### config.mk
export PLATFORM = sky130hd
export DESIGN_NAME = mod_seq_ctrl
export DESIGN_NICKNAME = d
export VERILOG_FILES = /design/src/rtl/mod_seq_ctrl.sv
export SDC_FILE = /design/constraint.sdc
export NUM_CORES = 1
export LEC_CHECK = 0
export ABC_CLOCK_PERIOD_IN_PS = 5750
export BUFFER_PORTS_ARGS = -buffer_cell sky130_fd_sc_hd__buf_4
export CAP_MARGIN = 20
export CORE_MARGIN = 2
export CORE_UTILIZATION = 30
export CTS_BUF_LIST = sky130_fd_sc_hd__clkbuf_4
export DETAILED_ROUTE_END_ITERATION = 10
export PLACE_DENSITY_LB_ADDON = 0.3
export SLEW_MARGIN = 20
export SYNTH_ARGS = -nofsm -noshare
export SYNTH_HDL_FRONTEND = slang
export SYNTH_SLANG_ARGS = --single-unit
### constraint.sdc
create_clock -name clk -period 5.75 [get_ports clk]
set_clock_uncertainty 0.05 [all_clocks]
set_input_delay 0.575 -clock clk [delete_from_list [all_inputs] [get_ports clk]]
set_output_delay 0.575 -clock clk [all_outputs]
set_load 0.005 [all_outputs]
### src/rtl/mod_seq_ctrl.sv
`default_nettype none
// ============================================================================
//  Module   : mod_seq_ctrl
//  Purpose  : Step sequencer for the oscillator modulation-mode select. Walks
//             a programmable table of (mode, dwell) entries while run is high.
//             Entering multiply mode (3'b011) masks mod_valid for MULT_LAT
//             clocks so the clocked multiplier can produce fresh output.
//  Options  : MODSEQ_PINGPONG_EN - walk the table 0..len..0 (ping-pong)
//             instead of 0..len then back to 0.
//  Revision : 1.0  initial release
// ============================================================================
module mod_seq_ctrl #(
    parameter int  STEPS    = 8,
    parameter int  DW       = 8,
    parameter int  MULT_LAT = 2,
    localparam int AW       = $clog2(STEPS)
) (
    input  logic          clk,
    input  logic          rst_n,
    input  logic          run,
    input  logic          sample_tick,
    input  logic [AW-1:0] len,
    input  logic          wr_en,
    input  logic [AW-1:0] wr_addr,
    input  logic [2:0]    wr_sel,
    input  logic [DW-1:0] wr_dwell,
    output logic [2:0]    modSel,
    output logic [AW-1:0] step,
    output logic          mod_valid,
    output logic          wrap,
    output logic          busy
);

    localparam logic [2:0] SEL_RST  = 3'b100;
    localparam logic [2:0] SEL_MULT = 3'b011;
    // Settle counter only needs to hold MULT_LAT-1
    localparam int         SW       = (MULT_LAT > 1) ? $clog2(MULT_LAT) : 1;

    typedef enum logic [1:0] {
        IDLE   = 2'd0,
        LOAD   = 2'd1,
        SETTLE = 2'd2,
        DWELL  = 2'd3
    } state_t;

    state_t        state_q;
    logic [2:0]    modsel_q;
    logic [AW-1:0] step_q;
    logic          mod_valid_q;
    logic          wrap_q;
    logic          busy_q;
    logic [DW-1:0] dcnt_q;
    logic [SW-1:0] scnt_q;

    logic [2:0]    tbl_sel_q   [STEPS];
    logic [DW-1:0] tbl_dwell_q [STEPS];

    // Next step index / wrap flag used when a dwell expires
    logic [AW-1:0] step_d;
    logic          wrap_d;

`ifdef MODSEQ_PINGPONG_EN
    logic          dir_q;   // 0 = counting up, 1 = counting down
    logic          dir_d;
`endif

    // Compute the step that follows the current one when the dwell expires
    always_comb begin
        step_d = step_q + 1'b1;
        wrap_d = 1'b0;
`ifdef MODSEQ_PINGPONG_EN
        dir_d  = dir_q;
        if (len == '0) begin
            step_d = '0;
            wrap_d = 1'b1;
            dir_d  = 1'b0;
        end else if (!dir_q) begin
            // Top reached (or len shrank below us): turn around
            if (step_q >= len) begin
                step_d = step_q - 1'b1;
                wrap_d = 1'b1;
                dir_d  = 1'b1;
            end
        end else begin
            if (step_q == '0) begin
                step_d = AW'(1);
                wrap_d = 1'b1;
                dir_d  = 1'b0;
            end else begin
                step_d = step_q - 1'b1;
            end
        end
`else
        // >= so that a len lowered below the current step still wraps
        if (step_q >= len) begin
            step_d = '0;
            wrap_d = 1'b1;
        end
`endif
    end

    // Table storage; writes accepted in any state, reads in LOAD see old data
    always_ff @(posedge clk or negedge rst_n) begin
        if (!rst_n) begin
            for (int i = 0; i < STEPS; i++) begin
                tbl_sel_q[i]   <= SEL_RST;
                tbl_dwell_q[i] <= '0;
            end
        end else if (wr_en) begin
            tbl_sel_q[wr_addr]   <= wr_sel;
            tbl_dwell_q[wr_addr] <= wr_dwell;
        end
    end

    // Sequencer FSM with registered outputs
    always_ff @(posedge clk or negedge rst_n) begin
        if (!rst_n) begin
            state_q     <= IDLE;
            modsel_q    <= SEL_RST;
            step_q      <= '0;
            mod_valid_q <= 1'b0;
            wrap_q      <= 1'b0;
            busy_q      <= 1'b0;
            dcnt_q      <= '0;
            scnt_q      <= '0;
`ifdef MODSEQ_PINGPONG_EN
            dir_q       <= 1'b0;
`endif
        end else begin
            wrap_q <= 1'b0;
            if (!run) begin
                // Stop from any state; modSel intentionally keeps its value
                state_q     <= IDLE;
                step_q      <= '0;
                mod_valid_q <= 1'b0;
                busy_q      <= 1'b0;
`ifdef MODSEQ_PINGPONG_EN
                dir_q       <= 1'b0;
`endif
            end else begin
                case (state_q)
                    IDLE: begin
                        state_q <= LOAD;
                        busy_q  <= 1'b1;
                    end
                    LOAD: begin
                        modsel_q <= tbl_sel_q[step_q];
                        dcnt_q   <= tbl_dwell_q[step_q];
                        // Only a transition into multiply mode needs settling
                        if ((tbl_sel_q[step_q] == SEL_MULT) && (modsel_q != SEL_MULT)) begin
                            state_q     <= SETTLE;
                            scnt_q      <= SW'(MULT_LAT - 1);
                            mod_valid_q <= 1'b0;
                        end else begin
                            state_q     <= DWELL;
                            mod_valid_q <= 1'b1;
                        end
                    end
                    SETTLE: begin
                        if (scnt_q == '0) begin
                            state_q     <= DWELL;
                            mod_valid_q <= 1'b1;
                        end else begin
                            scnt_q <= scnt_q - 1'b1;
                        end
                    end
                    DWELL: begin
                        if (sample_tick) begin
                            if (dcnt_q != '0) begin
                                dcnt_q <= dcnt_q - 1'b1;
                            end else begin
                                step_q  <= step_d;
                                wrap_q  <= wrap_d;
                                state_q <= LOAD;
`ifdef MODSEQ_PINGPONG_EN
                                dir_q   <= dir_d;
`endif
                            end
                        end
                    end
                    default: state_q <= IDLE;
                endcase
            end
        end
    end

    assign modSel    = modsel_q;
    assign step      = step_q;
    assign mod_valid = mod_valid_q;
    assign wrap      = wrap_q;
    assign busy      = busy_q;

endmodule
`default_nettype wire

==> results of run 1 <==
stage by stage:
stage               instances  worst slack, ps
floorplan                 383             3670
global placement          623             2870
detailed placement        624             2840
CTS                       641             2810
global route              641             2620
finish                    641             2840
sequential cells by signal, summed over array words and instances (netlist names):
register	cells
tbl_sel_q	24
busy	1
state_q	2
step	3
scnt_q	1
modSel	3
tbl_dwell_q	64
wrap	1
mod_valid	1
dcnt_q	8
placed cells by master, fill, tap and decap left out, drive strengths merged, types with 3 or more instances in the layout:
master	n
a211oi	5
a21oi	6
a221o	3
buf	35
clkbuf	9
clkinv	3
dfrtp	99
dfstp	9
ha	10
inv	15
mux2	88
mux2i	12
mux4	23
nand2	14
nand2b	4
nand3	5
nand4	3
nand4b	3
nor2	8
nor2b	7
nor3	5
nor3b	8
o21ai	14
logic make-up (layout without fill, tap and decap cells):
family	after synthesis	in the layout	share of synthesized area
multiplexers	123	123	0.309
flip-flops	108	108	0.513
AND/OR/NAND/NOR	65	65	0.0710
AO/OA/AOI/OAI	45	45	0.0580
buffers and inverters	32	65	0.0258
adder cells (fa/ha/maj)	10	10	0.0237
worst max-delay path by stage:
stage	slack, ps	from	end
floorplan	3670	step[1]$_DFFE_PN0P_	scnt_q$_DFFE_PN0P_
global placement	2870	step[0]$_DFFE_PN0P_	scnt_q$_DFFE_PN0P_
detailed placement	2840	step[0]$_DFFE_PN0P_	scnt_q$_DFFE_PN0P_
CTS	2810	step[0]$_DFFE_PN0P_	scnt_q$_DFFE_PN0P_
global route	2620	dcnt_q[0]$_DFFE_PN0P_	dcnt_q[5]$_DFFE_PN0P_
finish	2840	step[0]$_DFFE_PN0P_	scnt_q$_DFFE_PN0P_
worst max-delay path, cell delays in order (launching register included):
cell and delay, ps:
dfrtp_1 940, buf_4 410, mux4_2 550, mux2i_1 290, o21bai_1 200, nor4_1 80, a311o_1 270
routing by layer:
layer  wire, um  global-route usage
met5          0                   0
met4        165              0.0349
met3        442              0.0393
met2       5240               0.211
met1       5530               0.180
power by group:
part | internal, mW | leakage (nW) | switching, mW
Combinational | 0.291 | 1.04 | 0.229
Clock | 0.135 | 0.0735 | 0.266
Sequential | 0.957 | 1.29 | 0.122
Total | 1.38 | 2.40 | 0.617
final cells by class:
| class | count | area (sq um) |
|---|---|---|
| Clock buffer | 9 | 67.6 |
| Inverter | 13 | 48.8 |
| Clock inverter | 7 | 73.8 |
| Fill cell | 1729 | 11400 |
| Timing Repair Buffer | 36 | 277 |
| Tap cell | 225 | 282 |
| Multi-Input combinational cell | 243 | 2470 |
| Sequential cell | 108 | 2710 |
timing repair:
item | CTS | global route
endpoints found under the hold margin | 28 | 0
hold buffers | 1 | 0
buffers inserted | 0 | 0
==> flow_summary.ini, run 1 <==
[run_status]
outcome = finished clean

[die]
starting_utilization_of_the_core_area = 0.306
fp.dieW_um = 137
rows = 48
design.die.area_sq_um = 18700
core_region_area_sq_um = 17300
count_of_pins_on_the_block_boundary = 31
floorplan.die.height_um = 137

[finish]
layout-drive-gt1-share = 0.423
finalInstanceArea_sq_um = 5930
diodes = 0
layout.nets = 443
syn2layout_area_growth_pct = 12.2
finish.utilization = 0.343

[worst_hold_path]
holdPathStages = 3
holdPathEnd = tbl_sel_q[17]$_DFFE_PN1P_
hold_start = wr_sel[2]
worst_hold_path_type = input port to flop

[clocking]
cts_tree = yes
ctsResizeCount = 0
clock_insertion_delay_worst_skew_ps = 480
max-clock-path-buffers = 2
clkTransAtPathRegs_ps = 170
cts.sinks = 108
tritoncts.num_buffers = 9
clock-root-buffer = clkbuf_4
h-tree-depth = 3

[route]
detail_route.wl_per_cell_um = 17.7
wl_mm = 11.4
first_drt_pass_iteration_count = 4
drtIter0Drc = 161
drcViolationCount = 0
vias = 3260
postRouteAntennaNets = 0
routed_via_count_divided_by_cell_count = 5.09

[global_routing]
track_usage = 0.133
first_global_vias = 3438
antenna_violations_before_repair = 0
grt_max_degree = 71
globalRoute.totalOverflow = 0
grt_pass1_wl_mm = 18.7

[timing]
fin_tns_setup_ps = 0
max_freq_ghz = 0.344
hold_violations = 0
timing.final.setup_violations = 0
final.hold.worst_slack_ps = 289
rsz0062_at_grt = false
post-route-period-util = 0.505
timing_max_transition_violations_final = 0
worst_slew_margin_rel = 0.326
tightestPinTransition_ps = 1010
final_critical_delay_including_setup_and_external_delays_ps = 2910

[synthesis]
average_instance_area_after_synthesis_sq_um = 13.8
synth_fp_nets = 415
post-synth-top-area-cell = dfrtp_1
synth_top_cells_by_area = dfrtp_1, mux2_2, mux4_2
synthesis.yosys.warnings = 0
synth_top_area_share = 0.468
yosys.cell_types.count = 47
synth_common_cells = dfrtp_1, mux2_2, mux4_2
synth.cell_area_sq_um = 5290
ys_seq_area_frac = 0.513
synth.most_common_cell = dfrtp_1
synth_flop_cell = dfrtp_1
yosys_register_bits = 108
synth-edff-count = 0
asyncSetResetFlopFracSynth = 1.00
synth_cells = 383

[power]
power.total_mw = 2.00
worst_ir_drop_vdd_mv = 0.123
static-leakage-power_nw = 2.40
p_per_area_nw_per_um2 = 337

[setup_path]
critical_path_required_ps = 6090
regToRegStartpoint = step[0]$_DFFE_PN0P_
arrival_ps = 3240
r2r.worst_path.cells = 6
timing.critical_path.from_type = flop
regToRegEndpoint = scnt_q$_DFFE_PN0P_
worst-path-max-fanout = 17
end_kind = flop
critical_path_class = flop to flop
rrSetupSlack_ps = 2840

[placement]
place_hpwl_mm = 7.67
port-buffer-count = 30
post_dp_cell_area_sq_um = 5770
finalWeightedCongestion = 0.775

[flow_run]
timing.max_cap.violations = 0
(Power assumes the default switching activity.)
==> run 2, diff against run 1 <==
--- a/config.mk
+++ b/config.mk
@@ -5,7 +5,7 @@
 export SDC_FILE = /design/constraint.sdc
 export NUM_CORES = 1
 export LEC_CHECK = 0
-export ABC_CLOCK_PERIOD_IN_PS = 5750
+export ABC_CLOCK_PERIOD_IN_PS = 2540
 export BUFFER_PORTS_ARGS = -buffer_cell sky130_fd_sc_hd__buf_4
 export CAP_MARGIN = 20
 export CORE_MARGIN = 2
==> constraint.sdc (replaced) <==
create_clock -name clk -period 2.54 [get_ports clk]
set_clock_uncertainty 0.05 [all_clocks]
set_input_delay 0.254 -clock clk [delete_from_list [all_inputs] [get_ports clk]]
set_output_delay 0.254 -clock clk [all_outputs]
set_load 0.005 [all_outputs]
==> run 2 against run 1 <==
Effect of this change: register-to-register slack got worse by 2600 ps; fmax increased by 28%; sequential share of layout area decreased by 2.0 points; sequential power increased by 130%; cell count increased by 4.2%; power increased by 140%; core utilization increased by 1.5 points; largest cell class unchanged; highest routed layer unchanged.
==> flow_summary.ini, run 2 (synthesized netlist as in run 1, its figures left out) <==
[power]
worst_ir_drop_vdd_mv = 0.296
static-leakage-power_nw = 2.54
p_per_area_nw_per_um2 = 764
power.total_mw = 4.74

[route]
drcViolationCount = 0
first_drt_pass_iteration_count = 4
drtIter0Drc = 196
postRouteAntennaNets = 0
vias = 3372
routed_via_count_divided_by_cell_count = 5.05
detail_route.wl_per_cell_um = 17.6
wl_mm = 11.7

[finish]
top_regs = tbl_dwell_q x64, tbl_sel_q x24, dcnt_q x8
nFillCells = 1695
flip_flop_count_of_the_largest_register_all_copies_and_words_added = 64
final_common_cell = dfrtp_1
top_register = tbl_dwell_q
layout.nets = 470
layout-drive-gt1-share = 0.431
commonest_non_fill_non_tap_cells_in_the_layout = dfrtp_1, mux2_2, buf_4, mux4_2
finish.cell_count_without_fillers = 668
syn2layout_area_growth_pct = 17.2
finish.utilization = 0.358
diodes = 0

[clocking]
clkTransAtPathRegs_ps = 160
post_cts.repair.setup_buffers = 0
h-tree-depth = 3
ctsResizeCount = 0
clock-root-buffer = clkbuf_4
cts_tree = yes
cts.sinks = 108
max-clock-path-buffers = 2
tritoncts.num_buffers = 9
clock_insertion_delay_worst_skew_ps = 490

[setup_path]
cpPeakStageDelay_ps = 430
most_common_cell_on_crit_path = a21oi_1
arrival_ps = 2610
max_stage_delay_cell_worst_path = dfrtp_1
worst-path-max-fanout = 8
critical_path_class = flop to flop
end_kind = flop
critical_path_required_ps = 2870
critical_path.cell_chain = inv_1 -> ha_1 -> nor4b_1 -> a21oi_1 -> a21oi_1 -> buf_4 -> o21ai_0 -> a221o_1
timing.critical_path.from_type = flop

[global_routing]
grt_pass1_wl_mm = 19.2
globalRoute.totalOverflow = 0
antenna_violations_before_repair = 0
track_usage = 0.135
grt_max_degree = 81
first_global_vias = 3511

[timing]
post-route-period-util = 0.896
rsz0062_at_grt = false
max_freq_ghz = 0.440
tightestPinTransition_ps = 557
fin_tns_setup_ps = 0
final_critical_delay_including_setup_and_external_delays_ps = 2270
worst_slew_margin_rel = 0.629
hold_violations = 0
timing.final.setup_violations = 0
timing_max_transition_violations_final = 0

[placement]
port-buffer-count = 30
place_hpwl_mm = 7.99
place.detailed.instances = 639
finalWeightedCongestion = 0.779

[die]
rows = 48
fp.dieW_um = 137
design.die.area_sq_um = 18700
count_of_pins_on_the_block_boundary = 31
starting_utilization_of_the_core_area = 0.306
floorplan.die.height_um = 137
core_region_area_sq_um = 17300

[run_status]
outcome = finished clean

[flow_run]
timing.max_cap.violations = 0

[worst_hold_path]
worst_hold_path_type = input port to flop
==> run 2: power by group <==
group	internal, mW	switching (mW)
Clock	0.502	0.558
Sequential	2.17	0.286
Combinational	0.700	0.526
Total	3.37	1.37
==> run 2: metal layers <==
metal	vias up	part of all wire	GRT usage
met5	-	0	0
met4	0	0.015	0.0452
met3	14	0.036	0.0285
met2	58	0.45	0.207
met1	1754	0.50	0.192
li1	1546	-	-
==> run 2: area by class of cell <==
type / instances / area [sq um] / share of cell area
Clock inverter: 6 / 103 / 0.0165
Timing Repair Buffer: 63 / 518 / 0.0836
Multi-Input combinational cell: 243 / 2460 / 0.397
Tap cell: 225 / 282 / 0.0454
Inverter: 13 / 48.8 / 0.00787
Clock buffer: 10 / 75.1 / 0.0121
Sequential cell: 108 / 2710 / 0.438
==> run 2: timing repair <==
action / CTS / global route
endpoints found under the hold margin: 117 / 0
hold buffers: 13 / 0
setup endpoints to repair: 0 / 0
==> run 2: path summary, 6_finish.rpt <==
check | endpoint | startpoint | depth (start not counted) | slack, ps
max | dcnt_q[5]$_DFFE_PN0P_ | dcnt_q[0]$_DFFE_PN0P_ | 8 | 270
min | dcnt_q[2]$_DFFE_PN0P_ | sample_tick | 4 | 140
max reg2reg | dcnt_q[5]$_DFFE_PN0P_ | dcnt_q[0]$_DFFE_PN0P_ | 8 | 270
min reg2reg | busy$_DFFE_PN0P_ | busy$_DFFE_PN0P_ | 1 | 460
max in group asynchronous | tbl_dwell_q[50]$_DFFE_PN0P_ | rst_n | 3 | 1520
min in group asynchronous | step[2]$_DFFE_PN0P_ | rst_n | 2 | 150
==> run 2: worst max-delay path: cells and delay by family (launching register included) <==
kind	cells	cell delay (ps)
AOI/OAI and AO/OA	4	920
buffers and inverters	2	310
DFF	1	430
and+or+nand+nor	1	310
adders and majority gates	1	150
==> run 2: per-stage QoR <==
| step | hold WS, ps | setup slack (ps) | instance area [sq um] |
|---|---|---|---|
| final | 136 | 265 | 6200 |
| after global routing | 135 | 5.64 | 6200 |
| after CTS | 78.5 | 281 | 6200 |
| after detailed placement | 159 | 318 | 5890 |
| after global placement | 152 | 345 | 5890 |
| after floorplan | -91.6 | 464 | 5290 |
==> run 3, diff against run 2 <==
--- a/config.mk
+++ b/config.mk
@@ -5,7 +5,7 @@
 export SDC_FILE = /design/constraint.sdc
 export NUM_CORES = 1
 export LEC_CHECK = 0
-export ABC_CLOCK_PERIOD_IN_PS = 2540
+export ABC_CLOCK_PERIOD_IN_PS = 2100
 export BUFFER_PORTS_ARGS = -buffer_cell sky130_fd_sc_hd__buf_4
 export CAP_MARGIN = 20
 export CORE_MARGIN = 2
==> constraint.sdc (replaced) <==
create_clock -name clk -period 2.1 [get_ports clk]
set_clock_uncertainty 0.05 [all_clocks]
set_input_delay 0.21 -clock clk [delete_from_list [all_inputs] [get_ports clk]]
set_output_delay 0.21 -clock clk [all_outputs]
set_load 0.005 [all_outputs]
==> run 3 against run 2 <==
Effect of this change: setup slack lost 320 ps; largest cell class unchanged; critical endpoint is now scnt_q$_DFFE_PN0P_; clock power decreased by 14%; the flow now finishes with violations (negative setup slack); sequential power up 21%; critical path depth shrank 3; die area did not move; cell count is 4.6% higher.
==> flow_summary.ini, run 3 (synthesized netlist as in run 1, its figures left out) <==
[timing]
tightestPinTransition_ps = 652
max_freq_ghz = 0.465
fin_ws_ps = -52.2
worst_slew_margin_rel = 0.565
timing.final.setup_violations = 1
final.hold.worst_slack_ps = 53.3
final_critical_delay_including_setup_and_external_delays_ps = 2150
fin_tns_setup_ps = -52.2
hold_violations = 0
timing_max_transition_violations_final = 0
rsz0062_at_grt = true
post-route-period-util = 1.02

[clocking]
clock-root-buffer = clkbuf_4
tritoncts.num_buffers = 9
cts.sinks = 108
cts_tree = yes
h-tree-depth = 3
clkTransAtPathRegs_ps = 160
max-clock-path-buffers = 2
clock_insertion_delay_worst_skew_ps = 460

[finish]
finalInstanceArea_sq_um = 6430
layout.nets = 500
top_regs = tbl_dwell_q x64, tbl_sel_q x24, dcnt_q x8
commonest_non_fill_non_tap_cells_in_the_layout = dfrtp_1, mux2_2, buf_4, mux4_2
syn2layout_area_growth_pct = 21.5
nFillCells = 1676
final_common_cell = dfrtp_1
layout-drive-gt1-share = 0.488
flip_flop_count_of_the_largest_register_all_copies_and_words_added = 64
finish.utilization = 0.372
seq_area_sq_um = 2720
top_register = tbl_dwell_q
finish.cell_count_without_fillers = 699
multi_input_comb_area_sq_um = 2510

[global_routing]
grt_max_degree = 47
first_global_vias = 3596
antenna_violations_before_repair = 1
grt_pass1_wl_mm = 19.6
track_usage = 0.138
globalRoute.totalOverflow = 0

[placement]
place.detailed.instances = 664
finalWeightedCongestion = 0.809
dp_worst_setup_slack_ps = -106
post_dp_cell_area_sq_um = 6080
port-buffer-count = 30
place_hpwl_mm = 8.42

[die]
rows = 48
count_of_pins_on_the_block_boundary = 31
design.die.area_sq_um = 18700
core_region_area_sq_um = 17300
fp.dieW_um = 137
floorplan.die.height_um = 137
starting_utilization_of_the_core_area = 0.306

[power]
pwr-share-seq = 0.539
worst_ir_drop_vdd_mv = 0.422
static-leakage-power_nw = 2.68
power.total_mw = 5.51
p_per_area_nw_per_um2 = 857
clockPowerShare = 0.166
combinationalPowerShare = 0.295
power.switching_mw = 1.69
internal_power_mw = 3.82
switching_share = 0.307

[route]
detail_route.wl_per_cell_um = 17.2
drcViolationCount = 0
routed_via_count_divided_by_cell_count = 4.91
wl_mm = 12.0
drtIter0Drc = 193
postRouteAntennaNets = 0
vias = 3434
first_drt_pass_iteration_count = 4

[flow_run]
timing.max_cap.violations = 0

[setup_path]
critical_path_required_ps = 2410
critical_path_class = flop to flop
timing.critical_path.from_type = flop
arrival_ps = 2460
end_kind = flop
worst-path-max-fanout = 7

[run_status]
outcome = complete, but fails checks
violations = negative setup slack

[worst_hold_path]
worst_hold_path_type = input port to flop
[run 3: power by group through the flow]
stage	Sequential [mW]	Combinational, mW	Clock (mW)
floorplan	2.88	1.07	0
global placement	2.98	1.54	0
detailed placement	2.99	1.59	0
CTS	2.95	1.62	0.962
global route	3.04	1.82	1.04
finish	2.97	1.63	0.913
[run 3: area by class of cell]
cell class              instances  area share
well taps                     225      0.0438
inverters                      13     0.00759
flip-flops and latches        108       0.423
multi-input cells             243       0.391
diodes                          1    0.000389
clock inverters                 6     0.00487
clock buffers                  10      0.0117
repair buffers                 93       0.118
[run 3: critical path: stages (launching register included)]
cell and delay, ps:
dfrtp_2 530, nor3b_4 260, nor3_2 70, or4_4 550, or2_4 250, a311o_1 350
[run 3: timing repair]
item	in CTS	in global routing
setup endpoints to repair	12	11
gates resized for setup	6	9
pin swaps	4	2
endpoints found under the hold margin	132	0
setup buffers	1	4
hold buffers	13	0
[run 3: final timing paths]
check	from	end	slack [ps]	depth (start not counted)
setup / recovery	step[1]$_DFFE_PN0P_	scnt_q$_DFFE_PN0P_	-50	5
hold / removal	sample_tick	dcnt_q[2]$_DFFE_PN0P_	50	4
setup reg to reg	step[1]$_DFFE_PN0P_	scnt_q$_DFFE_PN0P_	-50	5
hold reg to reg	tbl_dwell_q[39]$_DFFE_PN0P_	tbl_dwell_q[39]$_DFFE_PN0P_	470	1
max in group asynchronous	rst_n	tbl_dwell_q[53]$_DFFE_PN0P_	1050	3
min in group asynchronous	rst_n	wrap$_DFF_PN0_	240	2
[run 3: layer usage]
layer | up-vias | GRT usage | part of all wire | wire length, um
met5 | - | 0 | 0 | 0
met4 | 0 | 0.0510 | 0.012 | 147
met3 | 13 | 0.0233 | 0.026 | 307
met2 | 51 | 0.212 | 0.46 | 5530
met1 | 1771 | 0.196 | 0.50 | 6040
li1 | 1599 | - | - | -
